--- config.mk ---
export PLATFORM = sky130hd
export DESIGN_NAME = ro_freq_meter
export DESIGN_NICKNAME = d
export VERILOG_FILES = /design/src/rtl/ro_meter_pkg.sv /design/src/rtl/ro_sync_edge.sv /design/src/rtl/ro_freq_meter.sv
export SDC_FILE = /design/constraint.sdc
export NUM_CORES = 1
export LEC_CHECK = 0
export ABC_AREA = 1
export CAP_MARGIN = 20
export CORE_AREA = 5 5 118 120
export DETAILED_ROUTE_END_ITERATION = 16
export DIE_AREA = 0 0 123 125
export PLACE_DENSITY = 0.72
export SYNTH_ARGS = -nofsm -noshare
export SYNTH_HDL_FRONTEND = slang
export SYNTH_HIERARCHICAL = 1
export SYNTH_SLANG_ARGS = --single-unit
--- constraint.sdc ---
create_clock -name clk -period 2 [get_ports clk]
set_clock_uncertainty 0.2 [all_clocks]
set_input_delay 0.2 -clock clk [delete_from_list [all_inputs] [get_ports clk]]
set_output_delay 0.2 -clock clk [all_outputs]
set_load 0.1 [all_outputs]
--- src/rtl/ro_meter_pkg.sv ---
// ro_meter_pkg
// Shared definitions for the ring-oscillator frequency meter: FSM state
// encoding, ARM phase length and helpers that derive the config register
// field layout from the channel count and gate-exponent width.
// Config layout (LSB first): channel select | gate exponent | mode.
package ro_meter_pkg;

    typedef enum logic [1:0] {
        ST_IDLE = 2'd0,
        ST_ARM  = 2'd1,
        ST_GATE = 2'd2,
        ST_DONE = 2'd3
    } state_t;

    // Cycles spent in ARM before the gate opens.
    localparam int ARM_LEN = 2;

    // Width of the channel-select field.
    function automatic int sel_w(input int n_ch);
        return (n_ch > 1) ? $clog2(n_ch) : 1;
    endfunction

    // Bit position of the gate-exponent LSB.
    function automatic int gexp_lsb(input int n_ch);
        return sel_w(n_ch);
    endfunction

    // Bit position of the mode bit (register MSB).
    function automatic int mode_bit(input int n_ch, input int gexp_w);
        return sel_w(n_ch) + gexp_w;
    endfunction

    // Total config register width.
    function automatic int cfg_w(input int n_ch, input int gexp_w);
        return sel_w(n_ch) + gexp_w + 1;
    endfunction

endpackage

--- src/rtl/ro_sync_edge.sv ---
// ro_sync_edge
// Brings one asynchronous oscillator line into the clk domain through a
// two-flop synchroniser and emits a registered one-cycle pulse for every
// rising edge. An input edge shows up on pulse three clk edges later.
// Ports:
//   clk       reference clock
//   rst_n     asynchronous active-low reset
//   async_in  asynchronous oscillator input
//   pulse     one-cycle rising-edge pulse, clk domain
module ro_sync_edge (
    input  logic clk,
    input  logic rst_n,
    input  logic async_in,
    output logic pulse
);

    logic meta_r;
    logic sync_r;
    logic prev_r;
    logic pulse_r;

    // Synchroniser chain, delayed copy and registered edge detect.
    always_ff @(posedge clk or negedge rst_n) begin
        if (!rst_n) begin
            meta_r  <= 1'b0;
            sync_r  <= 1'b0;
            prev_r  <= 1'b0;
            pulse_r <= 1'b0;
        end else begin
            meta_r  <= async_in;
            sync_r  <= meta_r;
            prev_r  <= sync_r;
            pulse_r <= sync_r & ~prev_r;
        end
    end

    assign pulse = pulse_r;

endmodule

--- src/rtl/ro_freq_meter.sv ---
// ro_freq_meter
// Counts rising edges of one selected asynchronous oscillator over a gate
// window of 2^min(e, MAX_GEXP) reference cycles and latches the count.
// Configuration is shifted in serially; a shadow copy is taken during ARM,
// while the continuous/single decision at DONE uses the live mode bit so
// continuous runs can be stopped by shifting mode = 0.
// Ports:
//   clk, rst_n    reference clock, asynchronous active-low reset
//   osc_in        N_CH asynchronous oscillator inputs
//   cfg_shift_en  shift cfg_dta into config bit 0 this cycle
//   cfg_dta       serial config bit
//   start         one-cycle measurement request (ignored unless idle)
//   result        last latched count
//   valid         one-cycle pulse when result updates
//   busy          high outside IDLE
//   overflow      latched with result; count tried to pass all-ones
module ro_freq_meter
    import ro_meter_pkg::*;
#(
    parameter int N_CH     = 4,
    parameter int CNT_W    = 16,
    parameter int GEXP_W   = 5,
    parameter int MAX_GEXP = 20
) (
    input  logic             clk,
    input  logic             rst_n,
    input  logic [N_CH-1:0]  osc_in,
    input  logic             cfg_shift_en,
    input  logic             cfg_dta,
    input  logic             start,
    output logic [CNT_W-1:0] result,
    output logic             valid,
    output logic             busy,
    output logic             overflow
);

    localparam int SEL_W  = sel_w(N_CH);
    localparam int E_LSB  = gexp_lsb(N_CH);
    localparam int M_BIT  = mode_bit(N_CH, GEXP_W);
    localparam int CFG_W  = cfg_w(N_CH, GEXP_W);
    localparam int TMR_W  = MAX_GEXP + 1;
    localparam int ARM_W  = (ARM_LEN > 1) ? $clog2(ARM_LEN) : 1;

    logic [N_CH-1:0]   edge_s;
    logic [CFG_W-1:0]  cfg_r;
    state_t            state_r;
    state_t            state_s;
    logic [ARM_W-1:0]  arm_cnt_r;
    logic [SEL_W-1:0]  sel_r;
    logic [SEL_W-1:0]  sel_s;
    logic [TMR_W-1:0]  gate_last_r;
    logic [TMR_W-1:0]  gate_last_s;
    logic [GEXP_W-1:0] e_fld_s;
    logic [GEXP_W-1:0] e_clamp_s;
    logic [TMR_W-1:0]  timer_r;
    logic [CNT_W-1:0]  cnt_r;
    logic [CNT_W-1:0]  cnt_s;
    logic              ovf_r;
    logic              ovf_s;
    logic              edge_sel_s;
    logic [CNT_W-1:0]  result_r;
    logic              valid_r;
    logic              busy_r;
    logic              overflow_r;

    genvar g;
    generate
        for (g = 0; g < N_CH; g++) begin : g_sync
            ro_sync_edge u_sync (
                .clk      (clk),
                .rst_n    (rst_n),
                .async_in (osc_in[g]),
                .pulse    (edge_s[g])
            );
        end
    endgenerate

    // Decode the live config into the values captured by the ARM snapshot.
    always_comb begin
        sel_s       = '0;
        e_fld_s     = cfg_r[E_LSB +: GEXP_W];
        e_clamp_s   = e_fld_s;
        if (int'(cfg_r[SEL_W-1:0]) < N_CH) begin
            sel_s = cfg_r[SEL_W-1:0];
        end else begin
            sel_s = '0;
        end
        if (e_fld_s > GEXP_W'(MAX_GEXP)) begin
            e_clamp_s = GEXP_W'(MAX_GEXP);
        end else begin
            e_clamp_s = e_fld_s;
        end
        // Timer runs 0 .. 2^e-1, so store the terminal value.
        gate_last_s = (TMR_W'(1) << e_clamp_s) - TMR_W'(1);
    end

    // Saturating edge counter; overflow only on an increment past all-ones.
    always_comb begin
        edge_sel_s = edge_s[sel_r];
        cnt_s      = cnt_r;
        ovf_s      = ovf_r;
        if (edge_sel_s) begin
            if (cnt_r == {CNT_W{1'b1}}) begin
                ovf_s = 1'b1;
            end else begin
                cnt_s = cnt_r + CNT_W'(1);
            end
        end else begin
            cnt_s = cnt_r;
        end
    end

    // Next-state logic.
    always_comb begin
        state_s = state_r;
        case (state_r)
            ST_IDLE: begin
                if (start) state_s = ST_ARM;
                else       state_s = ST_IDLE;
            end
            ST_ARM: begin
                if (arm_cnt_r == ARM_W'(ARM_LEN - 1)) state_s = ST_GATE;
                else                                  state_s = ST_ARM;
            end
            ST_GATE: begin
                if (timer_r == gate_last_r) state_s = ST_DONE;
                else                        state_s = ST_GATE;
            end
            ST_DONE: begin
                if (cfg_r[M_BIT]) state_s = ST_ARM;
                else              state_s = ST_IDLE;
            end
            default: state_s = ST_IDLE;
        endcase
    end

    // Serial config shift register; legal in any state.
    always_ff @(posedge clk or negedge rst_n) begin
        if (!rst_n) begin
            cfg_r <= '0;
        end else if (cfg_shift_en) begin
            cfg_r <= {cfg_r[CFG_W-2:0], cfg_dta};
        end
    end

    // FSM state, snapshot, gate timer, counter and registered outputs.
    always_ff @(posedge clk or negedge rst_n) begin
        if (!rst_n) begin
            state_r     <= ST_IDLE;
            arm_cnt_r   <= '0;
            sel_r       <= '0;
            gate_last_r <= '0;
            timer_r     <= '0;
            cnt_r       <= '0;
            ovf_r       <= 1'b0;
            result_r    <= '0;
            valid_r     <= 1'b0;
            busy_r      <= 1'b0;
            overflow_r  <= 1'b0;
        end else begin
            state_r <= state_s;
            busy_r  <= (state_s != ST_IDLE);
            valid_r <= 1'b0;
            case (state_r)
                ST_ARM: begin
                    // Snapshot every ARM cycle so a shift coinciding with
                    // start is still picked up; edges here are discarded.
                    sel_r       <= sel_s;
                    gate_last_r <= gate_last_s;
                    timer_r     <= '0;
                    cnt_r       <= '0;
                    ovf_r       <= 1'b0;
                    if (state_s == ST_ARM) arm_cnt_r <= arm_cnt_r + ARM_W'(1);
                    else                   arm_cnt_r <= '0;
                end
                ST_GATE: begin
                    cnt_r   <= cnt_s;
                    ovf_r   <= ovf_s;
                    timer_r <= timer_r + TMR_W'(1);
                    // Load on the way into DONE so valid is seen during DONE,
                    // including any edge in the final gate cycle.
                    if (state_s == ST_DONE) begin
                        result_r   <= cnt_s;
                        overflow_r <= ovf_s;
                        valid_r    <= 1'b1;
                    end
                end
                default: begin
                    arm_cnt_r <= '0;
                end
            endcase
        end
    end

    assign result   = result_r;
    assign valid    = valid_r;
    assign busy     = busy_r;
    assign overflow = overflow_r;

endmodule

# [After elaboration in Yosys (flattened, before gate mapping)]
# Cells that the tools add are included.
[word_totals] regBits=107 input_bits=9
[op_classes] n_addsub=4 n_lt_le_gt_ge=2 eq_ne=7 n_shift=1 mux=19 n_bitwise=8 reduce_logical=4
[op_table] cell="case mux 21 bit (2 select lines)" count=1
[op_table] cell="2-to-1 mux 16 bit" count=2
[op_table] cell="case mux 16 bit (2 select lines)" count=1
[op_table] cell="adder 21 x 1 -> 21 bit (second input constant)" count=1
[op_table] cell="equality test 21 bit" count=1
[op_table] cell="<< shifter 1 x 5 -> 21 bit (first input constant)" count=1
[op_table] cell="subtractor 21 x 2 -> 21 bit (second input constant)" count=1
[op_table] cell="adder 16 x 1 -> 16 bit (second input constant)" count=1
[op_table] cell="equality test 16 bit (second input constant)" count=1
[op_table] cell="2-to-1 mux 1 bit" count=9
[op_table] cell="case mux 2 bit (4 select lines)" count=1
[op_table] cell="equality test 2 bit (second input constant)" count=3
[op_table] cell="greater-than comparator 5 bit (second input constant)" count=1
[op_table] cell="2-to-1 mux 5 bit" count=1
[op_table] cell="bitwise AND 1 bit" count=4
[op_table] cell="equality test 2 x 1 -> 1 bit (second input constant)" count=2
[op_table] cell="NOT 1 bit" count=4
[op_table] cell="case mux 1 bit (2 select lines)" count=2
[op_table] cell="nonzero test 2 bit" count=2
[op_table] cell="< comparator 2 x 3 -> 1 bit (second input constant)" count=1
[op_table] cell="binary-select mux 1 bit (select 2 bit)" count=1
[op_table] cell="logical NOT 2 bit" count=1
[op_table] cell="2-to-1 mux 2 bit" count=1
[op_table] cell="AND reduction 2 bit" count=1
[op_table] cell="adder 1 bit (second input constant)" count=1

# [Logic depth before layout (Yosys ltp)]
[logic_depth] ltp_word=6 depth_mapped=15 ltp_nobuf=14

# [By module]
# The synthesis kept the hierarchy.
[modules_own_cells] mod="ro_freq_meter" instances=1 cells_per_inst=676 area_each_um2=5151.2 seq_area_each_um2=2277.2
[modules_own_cells] mod="ro_sync_edge" instances=4 cells_per_inst=6 area_each_um2=110.1 seq_area_each_um2=100.1

# [Worst setup path before layout]
# OpenSTA, ideal clock, no wires.
[synth_timing] kind="register to register" from="register cfg_r[5]" to="register gate_last_r[12]" arrival_ns=1.873 required_ns=1.682 path_slack_ns=-0.191 path_stages_with_launch=15 path_buffers=1 period_less_slack_ns=2.191 cell_sequence="dfrtp_1 -> buf_4 -> nor2_1 -> nor2_4 -> nor4_1 -> nand2_1 -> ha_1 -> nand3_4 -> clkinv_2 -> nand3_2 -> inv_2 -> nand2_1 -> nand2_1 -> nand3_1 -> nand2_1"
[synth_between] elab_chain_cells=4
[synth_lines] element="from (decl)" line_no="ro_freq_meter.sv:45" rtl="logic [CFG_W-1:0] cfg_r;"
[synth_lines] element="from (signal assigned)" line_no="ro_freq_meter.sv:142" rtl="cfg_r <= {cfg_r[CFG_W-2:0], cfg_dta};"
[synth_lines] element="greater-than comparator 5 bit" line_no="ro_freq_meter.sv:88" rtl="if (e_fld_s > GEXP_W'(MAX_GEXP)) begin"
[synth_lines] element="2-to-1 mux 5 bit *" line_no="ro_freq_meter.sv:88"
[synth_lines] element="<< shifter 1 x 5 -> 21 bit *" line_no="ro_freq_meter.sv:94" rtl="gate_last_s = (TMR_W'(1) << e_clamp_s) - TMR_W'(1);"
[synth_lines] element="subtractor 21 x 2 -> 21 bit *" line_no="ro_freq_meter.sv:94"
[synth_lines] element="to (signal assigned)" line_no="ro_freq_meter.sv:169" rtl="gate_last_r <= gate_last_s;"
[synth_lines] element="to (decl)" line_no="ro_freq_meter.sv:51" rtl="logic [TMR_W-1:0] gate_last_r;"
# Every way passes the cells marked *; elsewhere a longest branch is shown, timed or not.
# A chain may end at the register's enable or synchronous reset.

# [Worst setup path in the final report]
[layout_timing] from="register state_r[1]" to="register timer_r[11]"
[layout_between] elab_chain_cells=2 word_cells_on_any_way=4 cone_classes="eq/ne: 2; mux: 1; reduce/logical: 1"
[layout_lines] element="from (decl)" line_no="ro_freq_meter.sv:46" rtl="state_t state_r;"
[layout_lines] element="from (signal assigned)" line_no="ro_freq_meter.sv:161" rtl="state_r <= state_s;"
[layout_lines] element="equality test 2 bit / equality test 2 x 1 -> 1 bit (equally long branches)" line_no="ro_freq_meter.sv:164" rtl="case (state_r)"
[layout_lines] element="case mux 21 bit (2 select lines) / nonzero test 2 bit (equally long branches)"
[layout_lines] element="to (signal assigned)" line_no="ro_freq_meter.sv:179" rtl="timer_r <= timer_r + TMR_W'(1);"
[layout_lines] element="to (decl)" line_no="ro_freq_meter.sv:55" rtl="logic [TMR_W-1:0] timer_r;"
# Parallel ways exist; a longest one is shown, timed or not.

==> flow_summary_export.csv <==
group,metric,value,unit
status,status,"finished with violations",
status,violations,"setup timing",
setup_path,startpoint,"state_r[1]",
floorplanning,die_w,123,µm
placed_design,dpl_worst_slack,-0.156,ns
pwr,ir_worst_vdd,0.000785,V
sta,rsz0062_at_grt,"yes",
setup_path,critPathRequiredTime,2.08,ns
logic_synthesis,synthesis.instances,700,
clock_tree,cts_root_buffer,"clkbuf_16",
floorplanning,io_pins,28,
flow_run,maxCapViolations,0,
drt,wl,13600,µm
logic_synthesis,syn_avg_cell_area,7.99,µm²
min_path,hold_path.class,"primary input to flop",
setup_path,critical-path-slowest-cell,"dfrtp_1",
clock_tree,htree_levels,3,
grt,grt_max_degree,57,
setup_path,path_buf_inv,4,
setup_path,crit_end,"timer_r[11]",
drt,via_per_inst,5.00,
setup_path,rr_endpoint,"timer_r[11]",
clock_tree,cts_tree,"built",
logic_synthesis,synth_top_area_frac,0.479,
drt,drtPass1Iterations,7,
drt,vias,5007,
logic_synthesis,synth_top_family_by_area,"simple AND/OR/NAND/NOR gates",
sta,hold_viol,0,
setup_path,critical_path_class,"flop to flop",
sta,setup_viol,10,
placed_design,dp_hpwl,9470,µm
cells_and_area,final_nets,836,
placed_design,io_buffers,27,
setup_path,end_kind,"flop",
sta,tightest_slew,0.462,ns
logic_synthesis,synthFlopType,"dfrtp_1",
setup_path,crit_family,"simple AND/OR/NAND/NOR gates",
cells_and_area,final_cells,1001,
sta,hold_slack,0.0728,ns
drt,drc,0,
placed_design,place_area,6540,µm²
floorplanning,coreArea,12900,µm²
cells_and_area,layout-drive-gt1-share,0.297,
sta,worst_slack,-0.0839,ns
setup_path,r2r_cells,13,
grt,grt_pass1_vias,4838,
sta,clock.fmax,480,MHz
cells_and_area,area_growth,33.1,%
grt,grt_util_all_layers,0.181,
logic_synthesis,syn_area,5590,µm²
logic_synthesis,synth_most_common_cell,"nand2_1",
setup_path,critPathArrivalTime,2.17,ns
clock_tree,clkLatencyLatePin,0.36,ns
pwr,finalPower,0.00800,W
clock_tree,path_clk_slew,0.08,ns
min_path,whs_path_depth,1,
setup_path,cp.depth,13,
drt,ant_nets,0,
setup_path,path_cells,"inv_2 -> ha_4 -> nand2_4 -> nor2_4 -> nand2_4 -> nor2_4 -> nand2_2 -> nor2_4 -> buf_4 -> buf_4 -> buf_4 -> o21ai_0 -> a21oi_1",
min_path,hp-start,"osc_in[0]",
cells_and_area,stdcell_area,7440,µm²
pwr,p_leak,3.58,nW
logic_synthesis,synth_common_cells,"nand2_1, dfrtp_1, inv_1, o21ai_0, nor2_1",
sta,min_period_over_period,1.04,
logic_synthesis,synth_warnings,6,
logic_synthesis,yosys.area_share.adder,0.0157,
logic_synthesis,synth_edf_count,0,
drt,drtIter0Drc,273,
setup_path,r2r_start,"state_r[1]",
clock_tree,cts_buffers,9,
setup_path,critPathLaunchType,"flop",
grt,grt_pass1_wl,22700,µm
sta,period_minus_slack,2.08,ns
logic_synthesis,yosys-top-cells-area,"dfrtp_1, nand2_1, inv_1",
logic_synthesis,synth_xor_area_frac,0.0188,
cells_and_area,antenna_cells,0,
floorplanning,die_h,125,µm
setup_path,rrSetupSlack,-0.08,ns
clock_tree,cts_buffer_depth,2,
logic_synthesis,synth_compound_area_frac,0.119,
logic_synthesis,synthArstFlopShare,1.00,
floorplanning,start_util,0.434,
setup_path,critPathMaxStageDelay,0.37,ns
logic_synthesis,synth-simple-area-share,0.283,
sta,slew_headroom,0.691,
sta,drv_slew,0,
logic_synthesis,syn-num-nets,716,
placed_design,place.gp.congestion,0.913,
grt,grt-ovfl-total,0,
drt,wl_per_cell,13.6,µm
pwr,p_per_area,1070,nW/µm²
floorplanning,std_cell_rows,42,
logic_synthesis,ys_ff_latch,107,
placed_design,dp_cells,958,
clock_tree,cts.sinks,107,
logic_synthesis,ys_types,44,
floorplanning,die-area,15400,µm²
logic_synthesis,ys_seq_area_frac,0.479,
grt,antenna_found_initial,0,
logic_synthesis,yosys.area.top_type,"dfrtp_1",
setup_path,crit_fanout,3,
logic_synthesis,synth_mux_area_frac,0,
## layout by cell type (no fill, tap or decap), types with 3 or more instances in the layout
master	netlist	layout
nand3_1	38	29
inv_4	0	3
inv_1	85	80
nor2_2	12	10
nand3_4	1	5
o22ai_1	13	12
buf_4	1	106
nand4_1	19	19
xor2_2	0	3
nor3_2	1	3
buf_6	4	10
o21ai_0	53	39
nand3_2	5	10
clkbuf_16	0	9
nor3_1	14	11
nand2_1	185	170
dfrtp_1	107	103
clkinv_8	0	3
nand2_2	5	16
nand2_4	2	6
xor2_1	12	9
nor2_1	47	39
a21oi_1	18	16
o21ai_2	3	7
ha_1	7	4
inv_2	8	11
nor2_4	5	15
buf_12	0	4
o21ai_1	14	23
clkdlybuf4s50_1	0	7
dfrtp_2	0	4
## kinds of logic (layout without fill, tap and decap cells)
logic type	after synthesis	in the layout
buffers and inverters	114	239
XOR/XNOR	12	12
flip-flops	107	107
adder cells (fa/ha/maj)	7	7
AND/OR/NAND/NOR	343	343
AO/OA/AOI/OAI	117	117
## layout make-up
type	count	area, µm²
fillers	1105	5430
multi-input cells	479	2790
flip-flops and latches	107	2680
repair buffers	128	1070
inverters	95	369
clock buffers	9	225
well taps	176	220
clock inverters	7	88.8
## sequential cells by signal, indices dropped and copies added, names as in the netlist, 2 cells and up
name,flops
g_sync.u_sync/pulse,4
sel_r,2
g_sync.u_sync/meta_r,4
cfg_r,8
gate_last_r,21
result,16
g_sync.u_sync/prev_r,4
timer_r,21
state_r,2
g_sync.u_sync/sync_r,4
cnt_r,16
## routing by layer
metal  up-vias  global-route usage  routed length, µm
li1       2528                   -                  -
met1      2343               0.238               5810
met2       111               0.300               6920
met3        25              0.0379                551
met4         0              0.0541                303
met5         -                   0                  0
## worst min path at each step
stage / slack [ns] / to
after floorplan: -0.30 / arm_cnt_r
final: 0.07 / g_sync[0].u_sync/meta_r
after CTS: 0.07 / g_sync[2].u_sync/meta_r
after global routing: 0.07 / g_sync[0].u_sync/meta_r
after global placement: -0.11 / result[2]
after detailed placement: -0.10 / result[2]
## stage by stage
step | setup TNS [ns] | util
floorplan | -0.00242 | -
global placement | -1.34 | 0.508
detailed placement | -2.56 | 0.508
CTS | -0.351 | 0.552
global route | -5.03 | 0.578
finish | -0.399 | 0.578
## timing repair
action | 4_1_cts | 5_1_grt
hold endpoints to repair | 107 | 0
setup endpoints to repair | 37 | 58
pin swaps | 19 | 35
cloned | 0 | 0
buffers inserted | 19 | 10
gates resized for setup | 27 | 82
hold buffers | 1 | 0
## power by group
| part | internal (W) | switching (W) | total, W |
|---|---|---|---|
| combinational | 0.00135 | 0.00207 | 0.00343 |
| clock | 0.000904 | 0.000914 | 0.00182 |
| sequential | 0.00250 | 0.000245 | 0.00275 |
| total | 0.00476 | 0.00323 | 0.00800 |
Power figures use the tool's default switching activity.
